## config.mk

```make
export PLATFORM = sky130hd
export DESIGN_NAME = wb_arbiter
export DESIGN_NICKNAME = d
export VERILOG_FILES = /design/src/rtl/wb_arbiter.sv
export SDC_FILE = /design/constraint.sdc
export NUM_CORES = 1
export LEC_CHECK = 0
export BUFFER_PORTS_ARGS = -buffer_cell sky130_fd_sc_hd__buf_2
export CAP_MARGIN = 5
export CORE_ASPECT_RATIO = 1.25
export CORE_MARGIN = 5
export CORE_UTILIZATION = 58
export CTS_BUF_LIST = sky130_fd_sc_hd__clkbuf_2 sky130_fd_sc_hd__clkbuf_4 sky130_fd_sc_hd__clkbuf_8
export CTS_CLUSTER_SIZE = 24
export DETAILED_ROUTE_END_ITERATION = 16
export PLACE_DENSITY = 0.82
export SYNTH_ARGS = -nofsm -noshare
export SYNTH_HDL_FRONTEND = slang
export SYNTH_HIERARCHICAL = 1
export SYNTH_SLANG_ARGS = --single-unit
```

## constraint.sdc

```tcl
create_clock -name clk -period 6.7 [get_ports clk]
set_clock_uncertainty 0.2 [all_clocks]
set_input_delay 1.34 -clock clk [delete_from_list [all_inputs] [get_ports clk]]
set_output_delay 1.34 -clock clk [all_outputs]
set_load 0.02 [all_outputs]
```

## src/rtl/wb_arbiter.sv

```systemverilog
// Write-back arbiter: per-source FIFOs for CSR, LSU and ALU results, drained onto
// the single GPR write port with CSR > LSU > ALU priority.

module wb_fifo #(
  parameter int DATA_WIDTH = 64,
  parameter int ADDR_WIDTH = 5,
  parameter int FIFO_DEPTH = 2
) (
  input  logic                       clk,
  input  logic                       rst_n,
  input  logic                       push,
  input  logic [ADDR_WIDTH-1:0]      push_addr,
  input  logic [DATA_WIDTH-1:0]      push_data,
  input  logic                       pop,
  output logic                       full,
  output logic                       empty,
  output logic [ADDR_WIDTH-1:0]      head_addr,
  output logic [DATA_WIDTH-1:0]      head_data,
  output logic [(1<<ADDR_WIDTH)-1:0] pend
);
  localparam int PW = $clog2(FIFO_DEPTH);
  localparam int CW = PW + 1;

  logic [ADDR_WIDTH-1:0] mem_addr [FIFO_DEPTH];
  logic [DATA_WIDTH-1:0] mem_data [FIFO_DEPTH];
  logic [PW-1:0]         rptr;
  logic [PW-1:0]         wptr;
  logic [CW-1:0]         cnt;
  logic [PW-1:0]         off;

  assign full      = (cnt == CW'(FIFO_DEPTH));
  assign empty     = (cnt == '0);
  assign head_addr = mem_addr[rptr];
  assign head_data = mem_data[rptr];

  always_ff @(posedge clk) begin
    if (!rst_n) begin
      rptr <= '0;
      wptr <= '0;
      cnt  <= '0;
    end else begin
      if (push) begin
        mem_addr[wptr] <= push_addr;
        mem_data[wptr] <= push_data;
        wptr           <= wptr + 1'b1;
      end
      if (pop) rptr <= rptr + 1'b1;
      case ({push, pop})
        2'b10:   cnt <= cnt + 1'b1;
        2'b01:   cnt <= cnt - 1'b1;
        default: cnt <= cnt;
      endcase
    end
  end

  // A slot is live when its distance from the read pointer is below the count.
  always_comb begin
    pend = '0;
    off  = '0;
    for (int j = 0; j < FIFO_DEPTH; j++) begin
      off = PW'(j) - rptr;
      if ({1'b0, off} < cnt) pend[mem_addr[j]] = 1'b1;
    end
  end
endmodule

module wb_arbiter #(
  parameter int DATA_WIDTH = 64,
  parameter int ADDR_WIDTH = 5,
  parameter int FIFO_DEPTH = 2
) (
  input  logic                       clk,
  input  logic                       rst_n,
  input  logic                       csr_wb_vld,
  input  logic [DATA_WIDTH-1:0]      csr_wb_data,
  input  logic [ADDR_WIDTH-1:0]      csr_wb_addr,
  input  logic                       lsu_wb_vld,
  output logic                       lsu_wb_rdy,
  input  logic [DATA_WIDTH-1:0]      lsu_wb_data,
  input  logic [ADDR_WIDTH-1:0]      lsu_wb_addr,
  input  logic                       alu_wb_vld,
  output logic                       alu_wb_rdy,
  input  logic [DATA_WIDTH-1:0]      alu_wb_data,
  input  logic [ADDR_WIDTH-1:0]      alu_wb_addr,
  output logic                       rf_wen,
  output logic [ADDR_WIDTH-1:0]      rf_waddr,
  output logic [DATA_WIDTH-1:0]      rf_wdata,
  output logic [(1<<ADDR_WIDTH)-1:0] pend_mask,
  output logic                       busy,
  output logic                       ovf_err
);
  localparam int NR = 1 << ADDR_WIDTH;

  logic csr_full, csr_empty, csr_push, csr_pop;
  logic lsu_full, lsu_empty, lsu_push, lsu_pop;
  logic alu_full, alu_empty, alu_push, alu_pop;
  logic [ADDR_WIDTH-1:0] csr_haddr, lsu_haddr, alu_haddr;
  logic [DATA_WIDTH-1:0] csr_hdata, lsu_hdata, alu_hdata;
  logic [NR-1:0]         csr_pend, lsu_pend, alu_pend, pend_all;

  assign lsu_wb_rdy = ~lsu_full;
  assign alu_wb_rdy = ~alu_full;

  // x0 results complete the handshake but are never buffered.
  assign csr_push = csr_wb_vld & ~csr_full   & (csr_wb_addr != '0);
  assign lsu_push = lsu_wb_vld & lsu_wb_rdy  & (lsu_wb_addr != '0);
  assign alu_push = alu_wb_vld & alu_wb_rdy  & (alu_wb_addr != '0);

  assign csr_pop  = ~csr_empty;
  assign lsu_pop  = csr_empty & ~lsu_empty;
  assign alu_pop  = csr_empty & lsu_empty & ~alu_empty;

  wb_fifo #(.DATA_WIDTH(DATA_WIDTH), .ADDR_WIDTH(ADDR_WIDTH), .FIFO_DEPTH(FIFO_DEPTH)) u_csr (
    .clk(clk), .rst_n(rst_n), .push(csr_push), .push_addr(csr_wb_addr), .push_data(csr_wb_data),
    .pop(csr_pop), .full(csr_full), .empty(csr_empty), .head_addr(csr_haddr),
    .head_data(csr_hdata), .pend(csr_pend));

  wb_fifo #(.DATA_WIDTH(DATA_WIDTH), .ADDR_WIDTH(ADDR_WIDTH), .FIFO_DEPTH(FIFO_DEPTH)) u_lsu (
    .clk(clk), .rst_n(rst_n), .push(lsu_push), .push_addr(lsu_wb_addr), .push_data(lsu_wb_data),
    .pop(lsu_pop), .full(lsu_full), .empty(lsu_empty), .head_addr(lsu_haddr),
    .head_data(lsu_hdata), .pend(lsu_pend));

  wb_fifo #(.DATA_WIDTH(DATA_WIDTH), .ADDR_WIDTH(ADDR_WIDTH), .FIFO_DEPTH(FIFO_DEPTH)) u_alu (
    .clk(clk), .rst_n(rst_n), .push(alu_push), .push_addr(alu_wb_addr), .push_data(alu_wb_data),
    .pop(alu_pop), .full(alu_full), .empty(alu_empty), .head_addr(alu_haddr),
    .head_data(alu_hdata), .pend(alu_pend));

  assign pend_all  = csr_pend | lsu_pend | alu_pend;
  assign pend_mask = {pend_all[NR-1:1], 1'b0};
  assign busy      = ~(csr_empty & lsu_empty & alu_empty);

  always_comb begin
    rf_wen   = 1'b0;
    rf_waddr = '0;
    rf_wdata = '0;
    if (csr_pop) begin
      rf_wen = 1'b1; rf_waddr = csr_haddr; rf_wdata = csr_hdata;
    end else if (lsu_pop) begin
      rf_wen = 1'b1; rf_waddr = lsu_haddr; rf_wdata = lsu_hdata;
    end else if (alu_pop) begin
      rf_wen = 1'b1; rf_waddr = alu_haddr; rf_wdata = alu_hdata;
    end
  end

  always_ff @(posedge clk) begin
    if (!rst_n)                      ovf_err <= 1'b0;
    else if (csr_wb_vld && csr_full) ovf_err <= 1'b1;
  end
endmodule
```

==> impl_metrics.json <==
{
  "max-vdd-ir-drop_uv": 915.2,
  "hold_path_class": "reg2reg",
  "dr.pass1.iters": 8,
  "whs_path_depth": 2,
  "rows": 74,
  "die_x_um": 171.9,
  "grt_pass1_wl_mm": 73.75,
  "internal_power_uw": 5804,
  "cp.arrival_ns": 3.03,
  "cts_tree": "yes",
  "critPathLaunch": "u_lsu/cnt[1]",
  "finalCritPeriodShare_pct": 68.24,
  "finalHoldViolations": 0,
  "drv_cap": 0,
  "vias_per_cell": 6.122,
  "end_kind": "output pin",
  "nNetsFinal": 1813,
  "clock-sinks": 430,
  "syn_area_um2": 19000,
  "clk_pin_slew_ns": 0.07,
  "hold_buffers": 0,
  "hold_start": "ovf_err",
  "rsz0062_at_grt": "no",
  "netSwitchingFraction_pct": 37.41,
  "synth_fp_nets": 1486,
  "power_frac_clock_pct": 23.0,
  "crit_path_max_fanout": 54,
  "io_pins": 318,
  "post-dp-hpwl_mm": 32.27,
  "drv_slew": 0,
  "grt_pass1_vias": 13122,
  "cts_buffer_depth": 3,
  "antenna_left": 0,
  "start_util_pct": 58.48,
  "fmax_ghz": 0.2187,
  "seqPwrFrac_pct": 38.9,
  "root_buffer": "clkbuf_8",
  "status": "complete, no violations",
  "cts_setup_buffers": 0,
  "slowest_delay_ns": 0.68,
  "grt_max_degree": 81,
  "start_kind": "flip-flop",
  "drc": 0,
  "cp.buffers_inverters": 2,
  "crit_required_ns": 5.16,
  "gp_congestion": 0.9590,
  "cts_resized": 0,
  "setup_viol": 0,
  "die_area_um2": 36510,
  "cp_slowest_cell": "nor2_4",
  "worstPathCellList": "nor2_4 -> buf_4 -> nand3b_1 -> a31oi_1 -> buf_2",
  "syn_to_final_growth_pct": 16.79,
  "drive_above_1_share_pct": 40.70,
  "grt.total_usage_pct": 26.68,
  "hold-path-endpoint": "ovf_err",
  "synthCells": 1271,
  "grt_overflow_total": 0,
  "combPwrFrac_pct": 38.1,
  "period_needed_ns": 4.572,
  "routed_wl_mm": 50.05,
  "io_buffer_count": 316,
  "tightest_slew_ns": 1.212,
  "cp_top_family": "simple AND/OR/NAND/NOR gates",
  "post-route-util_pct": 68.30,
  "numCtsBuffers": 67,
  "reg2reg_from": "u_csr/cnt[0]",
  "r2r-end": "u_csr/mem_data[0][17]",
  "core_area_um2": 32500,
  "vias": 12709,
  "leakage_uw": 0.007859,
  "drt_iter0_markers": 1363,
  "r2r_cells": 6,
  "critPathKind": "reg2out",
  "antenna_found_initial": 17,
  "p_sw_uw": 3469,
  "power.density_nw_per_um2": 417.8,
  "wl_per_cell_um": 24.11,
  "yosysWarnings": 6,
  "setup_tns_ns": 0,
  "regToRegSetupSlack_ns": 3.27,
  "avgSynthCellArea_um2": 14.95,
  "die_height_um": 212.4,
  "relSlewSlack_pct": 19.04,
  "n_fill_cell": 2235,
  "htreeDepth": 3,
  "clock_latency_ns": 0.59
}
==> metal layers <==
metal / wire length [um] / share of wire, % / up-vias / global-route usage (%)
met1: 18470 / 37 / 6230 / 33.35
li1: - / - / 5644 / -
met3: 4415 / 8.8 / 142 / 6.435
met5: 86 / 0.17 / - / 0
met2: 24770 / 49 / 679 / 43.71
met4: 2305 / 4.6 / 14 / 13.18
==> layout make-up <==
| type | count | area, um^2 | area share, % |
|---|---|---|---|
| Antenna cell | 12 | 30.03 | 0.1353 |
| Sequential cell | 430 | 12760 | 57.51 |
| Tap cell | 418 | 523.0 | 2.356 |
| Timing Repair Buffer | 324 | 1654 | 7.453 |
| Inverter | 6 | 22.52 | 0.1015 |
| Clock inverter | 25 | 151.4 | 0.6821 |
| Clock buffer | 92 | 1147 | 5.169 |
| Multi-Input combinational cell | 769 | 5903 | 26.60 |
==> cell usage in the layout, fill, tap and decap left out, drive strengths merged, types with 6 or more instances in the layout <==
cell type and count:
and2 12, and2b 6, nor2b 7, o21ai 12
diode 12, nand2b 70, or3 42, xor2 6
o22ai 93, nand2 12, clkbuf 92, clkinv 22
buf 324, or3b 13, xnor2 6, dfxtp 16
nand3b 93, nor2 89, a31oi 69, edfxtp 414
inv 7, mux2 207, nand3 11
==> worst max path at each step <==
stage	slack, ns	cells past startpoint	to
after floorplan	1.41	4	u_csr/mem_addr[0][0]
after global placement	2.75	6	u_lsu/mem_data[0][61]
after detailed placement	2.67	6	u_csr/mem_data[0][6]
after CTS	2.13	5	rf_wdata[52]
after global routing	1.96	5	rf_wdata[52]
final	2.13	5	rf_wdata[52]
==> per-stage QoR <==
step	std cells	instance area, um^2	hold slack (ns)	power (uW)	worst slack [ns]
final	2076	22200	0.3165	9273	2.128
after global routing	2074	22190	0.3858	9692	1.965
after CTS	2064	22170	0.3155	9313	2.129
after detailed placement	1947	20870	0.2992	7170	2.671
after global placement	1947	20870	0.2880	7129	2.748
after floorplan	1271	19000	0.3724	6076	1.413
==> sequential cells by signal, summed over array words and instances (netlist names), 2 cells and up, named ones only <==
signal	count
u_lsu/mem_addr	10
u_csr/cnt	2
u_alu/mem_data	128
u_csr/mem_data	128
u_alu/mem_addr	10
u_alu/cnt	2
u_lsu/mem_data	128
u_csr/mem_addr	10
u_lsu/cnt	2
==> worst register-to-register path: stages (launching register included) <==
cell	delay (ns)
dfxtp_1	0.48
and2b_2	0.29
nand2b_1	0.14
a21oi_1	0.31
nand2_1	0.16
nor2_4	0.71
buf_4	0.72
==> power by group through the flow <==
stage / sequential, uW / combinational [uW] / clock, uW
2_1_floorplan: 3380 / 2690 / 0
3_3_place_gp: 3640 / 3490 / 0
3_5_place_dp: 3660 / 3510 / 0
4_1_cts: 3610 / 3530 / 2170
5_1_grt: 3630 / 3750 / 2300
6_report: 3610 / 3530 / 2140
Note: power is estimated with default switching activity, not from simulation.
